[config.mk]
export PLATFORM = sky130hd
export DESIGN_NAME = score_player
export DESIGN_NICKNAME = d
export VERILOG_FILES = /design/src/rtl/score_player.sv
export SDC_FILE = /design/constraint.sdc
export NUM_CORES = 1
export LEC_CHECK = 0
export ABC_AREA = 1
export ABC_CLOCK_PERIOD_IN_PS = 4040
export CAP_MARGIN = 30
export CORE_MARGIN = 4
export CORE_UTILIZATION = 38
export CTS_BUF_LIST = sky130_fd_sc_hd__clkbuf_16
export CTS_CLUSTER_SIZE = 10
export DETAILED_ROUTE_END_ITERATION = 10
export PLACE_DENSITY = 0.55
export SETUP_SLACK_MARGIN = 0.05
export SYNTH_ARGS = -nofsm -noshare
export SYNTH_HDL_FRONTEND = slang
export SYNTH_SLANG_ARGS = --single-unit
[constraint.sdc]
create_clock -name clk -period 4.04 [get_ports clk]
set_input_delay 1.01 -clock clk [delete_from_list [all_inputs] [get_ports clk]]
set_output_delay 1.01 -clock clk [all_outputs]
set_load 0.01 [all_outputs]
[src/rtl/score_player.sv]
`default_nettype none
// ---------------------------------------------------------------------------
// Module      : score_player
// Description : Steps ibeatNum through a score at a fixed quarter-beat tempo,
//               registers the returned tone and synthesises a 50%-duty square
//               wave at that frequency, with play/pause/restart/loop control.
// Revision    : 1.0 - initial release
// ---------------------------------------------------------------------------
module score_player #(
  parameter int CLK_FREQ       = 100000000,
  parameter int BEAT_FREQ      = 8,
  parameter int LAST_BEAT      = 255,
  parameter int SILENCE_THRESH = 20000
) (
  input  logic        clk,
  input  logic        rst,
  input  logic        play,
  input  logic        restart,
  input  logic        loop_en,
  input  logic [31:0] tone,
  output logic [7:0]  ibeatNum,
  output logic        audio,
  output logic        playing,
  output logic        done
);

  localparam int unsigned C_DIV       = CLK_FREQ / BEAT_FREQ;
  localparam logic [31:0] C_PRESC_MAX = 32'(C_DIV - 1);
  localparam logic [32:0] C_CLK       = 33'(CLK_FREQ);
  localparam logic [31:0] C_SILENCE   = 32'(SILENCE_THRESH);
  localparam logic [7:0]  C_LAST      = 8'(LAST_BEAT);

  typedef enum logic [1:0] {
    IDLE  = 2'd0,
    PLAY  = 2'd1,
    PAUSE = 2'd2,
    DONE  = 2'd3
  } state_t;

  state_t      r_state;
  state_t      w_state_next;
  logic [31:0] r_presc;
  logic [31:0] w_presc_next;
  logic [7:0]  w_beat_next;
  logic [31:0] r_tone_q;
  logic [31:0] w_tone_next;
  logic [32:0] r_acc;
  logic [32:0] w_acc_next;
  logic        r_wave;
  logic        w_wave_next;
  logic        w_tick;
  logic        w_last;
  logic        w_silent;
  logic [32:0] w_step;
  logic [32:0] w_sum;

  // Tempo tick only exists while playing; the prescaler is frozen elsewhere.
  assign w_tick   = (r_state == PLAY) && (r_presc == C_PRESC_MAX);
  assign w_last   = (ibeatNum == C_LAST);
  // Accumulating 2*f per cycle against CLK_FREQ toggles at 2*f, giving f Hz.
  assign w_step   = {r_tone_q, 1'b0};
  assign w_sum    = r_acc + w_step;
  // Rests, zero and anything at or above Nyquist-for-a-toggle are silent.
  assign w_silent = (r_tone_q >= C_SILENCE) || (r_tone_q == 32'd0) || (w_step >= C_CLK);

  // State register.
  always_ff @(posedge clk or posedge rst) begin
    if (rst) begin
      r_state <= IDLE;
    end else begin
      r_state <= w_state_next;
    end
  end

  // Next-state logic: restart beats end-of-score, which beats pause.
  always_comb begin
    w_state_next = r_state;
    if (restart) begin
      w_state_next = play ? PLAY : IDLE;
    end else begin
      case (r_state)
        IDLE:  if (play) w_state_next = PLAY;
        PLAY: begin
          if (w_tick && w_last && !loop_en) begin
            w_state_next = DONE;
          end else if (!play) begin
            w_state_next = PAUSE;
          end
        end
        PAUSE: if (play) w_state_next = PLAY;
        DONE:  w_state_next = DONE;
        default: w_state_next = IDLE;
      endcase
    end
  end

  // Datapath next values: beat counter, tone sample and phase accumulator.
  always_comb begin
    w_presc_next = r_presc;
    w_beat_next  = ibeatNum;
    w_tone_next  = r_tone_q;
    w_acc_next   = r_acc;
    w_wave_next  = r_wave;
    if (restart) begin
      w_presc_next = '0;
      w_beat_next  = '0;
      w_acc_next   = '0;
      w_wave_next  = 1'b0;
    end else if (r_state == PLAY) begin
      w_presc_next = w_tick ? 32'd0 : r_presc + 32'd1;
      if (w_tick) begin
        if (!w_last) begin
          w_beat_next = ibeatNum + 8'd1;
        end else if (loop_en) begin
          w_beat_next = '0;
        end
      end
      w_tone_next = tone;
      if (w_silent) begin
        w_acc_next  = '0;
        w_wave_next = 1'b0;
      end else if (tone != r_tone_q) begin
        // New note restarts the phase but keeps the current output level.
        w_acc_next = '0;
      end else if (w_sum >= C_CLK) begin
        w_acc_next  = w_sum - C_CLK;
        w_wave_next = ~r_wave;
      end else begin
        w_acc_next = w_sum;
      end
    end
  end

  // Datapath and registered outputs; audio is muted outside PLAY.
  always_ff @(posedge clk or posedge rst) begin
    if (rst) begin
      r_presc  <= '0;
      ibeatNum <= '0;
      r_tone_q <= C_SILENCE;
      r_acc    <= '0;
      r_wave   <= 1'b0;
      audio    <= 1'b0;
      playing  <= 1'b0;
      done     <= 1'b0;
    end else begin
      r_presc  <= w_presc_next;
      ibeatNum <= w_beat_next;
      r_tone_q <= w_tone_next;
      r_acc    <= w_acc_next;
      r_wave   <= w_wave_next;
      audio    <= (w_state_next == PLAY) & w_wave_next;
      playing  <= (w_state_next == PLAY);
      done     <= (w_state_next == DONE);
    end
  end

endmodule
`default_nettype wire

==> impl_metrics.json <==
{
  "relSlewSlack": 0.586,
  "core_sq_um": 23400,
  "synth_top_area_share": 0.291,
  "cp-start-kind": "register",
  "wl_per_cell_um": 16.2,
  "synth_xor_area_frac": 0.0319,
  "fin_ws_ns": 0.367,
  "placed_cell_area_sq_um": 9900,
  "syn_to_final_growth_pct": 13.2,
  "finClkSkew_ns": 0.0162,
  "rsz0062_at_grt": "false",
  "ys_seq_area_frac": 0.305,
  "synthMuxAreaShare": 0,
  "yosys-top-cells-count": "483 x nand2_1, 214 x inv_1, 112 x nor2_1",
  "static-leakage-power_nw": 5.15,
  "final_area_sq_um": 10200,
  "synth_fa_ha_area_frac": 0.0507,
  "routed_wl_mm": 29.2,
  "synthTopCellsByArea": "dfrtp_1 29%, nand2_1 20%, inv_1 8.9%",
  "setup_viol": 0,
  "outcome": "complete, no violations",
  "critical_path_class": "reg -> reg",
  "drv_cap": 0,
  "drt_iter0_markers": 704,
  "die_h_um": 162,
  "die_x_um": 162,
  "io_buffers": 47,
  "worst_pin_slew_ns": 0.615,
  "synth-main-ff-cell": "dfrtp_1",
  "fill_cells": 2550,
  "power.density_nw_per_um2": 312,
  "ant_nets": 0,
  "synth-simple-area-share": 0.408,
  "cp-end-kind": "register",
  "htree_levels": 3,
  "fp.dieArea_sq_um": 26300,
  "clkLatencyLatePin_ns": 0.37,
  "hold_class": "reg -> reg",
  "ir_drop_mv": 0.195,
  "yosysUniqueCellTypes": 51,
  "synth_compound_area_frac": 0.0941,
  "hold_viol": 0,
  "rr_worst_depth": 23,
  "rows": 56,
  "finalNetCount": 1554,
  "post_cts_buffers": 0,
  "clk_pin_slew_worst_paths_ns": 0.09,
  "cp.required_ns": 4.30,
  "place.gp.congestion": 0.968,
  "drc": 0,
  "vias_per_cell": 5.10,
  "grt_overflow_total": 0,
  "rrSetupSlack_ns": 0.37,
  "clock-sinks": 110,
  "clockBufferDepth": 2,
  "grt_use_total": 0.221,
  "synth_top_family_by_area": "simple AND/OR/NAND/NOR gates",
  "regArea_sq_um": 2760,
  "ios": 48,
  "hold_end": "r_presc[31]$_DFFE_PP0P_",
  "cts_tree": "built",
  "antenna_found_initial": 1,
  "cp_max_fo": 21,
  "synth.avg_cell_area_sq_um": 6.31,
  "min_period_ns": 3.67,
  "regToRegEndpoint": "r_acc[21]$_DFFE_PP0P_",
  "dr.pass1.iters": 5,
  "r2r-start": "r_tone_q[0]$_DFFE_PP0P_",
  "dp.final_hpwl_mm": 23.2,
  "total_power_mw": 3.19,
  "grt_pass1_wl_mm": 45.9,
  "multiInputGateArea_sq_um": 5320,
  "yosysMostFrequentCell": "nand2_1",
  "synth.cell_area_sq_um": 9030,
  "grt_max_degree": 63,
  "vias": 9210,
  "cts_buffers": 9,
  "layout-drive-gt1-share": 0.0599,
  "synth_edf_count": 0,
  "holdPathStages": 1,
  "first_global_vias": 8607,
  "final.period_utilization": 0.909,
  "yosys_warnings": 0,
  "tns_ns": 0,
  "synth_cells": 1432,
  "min-delay-start": "r_presc[31]$_DFFE_PP0P_",
  "start_util": 0.386,
  "synth_top_area_cell": "dfrtp_1",
  "pre_cts_ws_ns": 0.333,
  "arrival_ns": 3.93,
  "max_freq_mhz": 272,
  "cts_root_buf": "clkbuf_16",
  "drv_slew": 0,
  "synth_seq_cells": 110,
  "syn_nets": 1505,
  "async_flop_share": 1.00
}
==> worst max-delay path: stages, from the launching register on <==
cell     delay (ns)
dfrtp_1        0.40
ha_1           0.27
fa_1           0.45
nand2_1        0.10
nand2_1        0.09
nand3_1        0.09
nand2_1        0.09
xnor2_1        0.21
ha_1           0.19
nand3_1        0.08
nor2_1         0.11
nand3_1        0.08
nor2_1         0.09
nand3_1        0.14
nor2_1         0.14
nand3_1        0.08
nor2_1         0.11
nand2_1        0.05
nor2_1         0.11
nor2_2         0.10
nand3_4        0.30
nand3_1        0.12
nand2_1        0.08
o21ai_1        0.07
==> area by class of cell <==
type / count / share of cell area
multi-input cells: 1066 / 0.520
flip-flops and latches: 110 / 0.270
inverters: 238 / 0.0876
repair buffers: 56 / 0.0539
well taps: 319 / 0.0390
clock buffers: 9 / 0.0220
clock inverters: 7 / 0.00686
diodes: 1 / 0.000245
==> report_power, final <==
group / total (mW) / switching, mW / internal [mW]
clock network: 0.924 / 0.484 / 0.440
registers: 1.30 / 0.120 / 1.18
logic: 0.972 / 0.649 / 0.323
total: 3.19 / 1.25 / 1.94
==> cells in the final DEF, fill, tap and decap left out, types with 14 or more instances in the layout <==
cell type	count
dfrtp_1	105
nor3_1	28
a21oi_1	61
nand3_1	99
nor2_1	110
o21ai_0	43
o21ai_1	16
or2_2	14
xor2_1	21
nand3b_1	15
nand2_1	483
nand4_1	37
inv_2	19
ha_1	35
nor4_1	27
inv_1	213
clkdlybuf4s50_1	47
==> layer usage <==
metal	wire [um]	GRT usage	up-vias
li1	-	-	4688
met1	13900	0.313	4244
met4	665	0.0604	0
met5	0	0	-
met3	1640	0.0365	44
met2	13000	0.350	234
==> what timing repair did <==
item,CTS,global route
hold buffers,0,0
gates resized for setup,0,1
setup endpoints to repair,0,26
==> how the worst max path moves through the flow <==
stage                            start               endpoint  slack, ns  cells after the start
3_3_place_gp   r_tone_q[0]$_DFFE_PP0P_  r_acc[12]$_DFFE_PP0P_       0.42                     23
5_1_grt        r_tone_q[0]$_DFFE_PP0P_  r_acc[24]$_DFFE_PP0P_       0.05                     24
2_1_floorplan                      rst        audio$_DFF_PP0_       0.14                      1
3_5_place_dp   r_tone_q[0]$_DFFE_PP0P_  r_acc[12]$_DFFE_PP0P_       0.33                     23
6_report       r_tone_q[0]$_DFFE_PP0P_  r_acc[21]$_DFFE_PP0P_       0.37                     23
4_1_cts        r_tone_q[0]$_DFFE_PP0P_  r_acc[24]$_DFFE_PP0P_       0.29                     24
==> registers in the layout, indices dropped and copies added, names as in the netlist <==
| signal | count |
|---|---|
| r_tone_q | 32 |
| r_wave | 1 |
| r_state | 2 |
| playing | 1 |
| r_acc | 32 |
| audio | 1 |
| done | 1 |
| ibeatNum | 8 |
| r_presc | 32 |
==> logic make-up after synthesis <==
| family | Yosys count |
|---|---|
| AO/OA/AOI/OAI | 152 |
| XOR/XNOR | 32 |
| adder cells (fa/ha/maj) | 36 |
| buffers and inverters | 258 |
| flip-flops | 110 |
| AND/OR/NAND/NOR | 844 |
==> metrics by stage <==
stage | instances | hold slack (ns) | utilization
after floorplan | 1432 | 0.435 | -
after global placement | 1787 | 0.472 | 0.423
after detailed placement | 1787 | 0.467 | 0.423
after CTS | 1803 | 0.484 | 0.435
after global routing | 1806 | 0.519 | 0.437
final | 1806 | 0.481 | 0.437
Note: power is estimated with default switching activity, not from simulation.
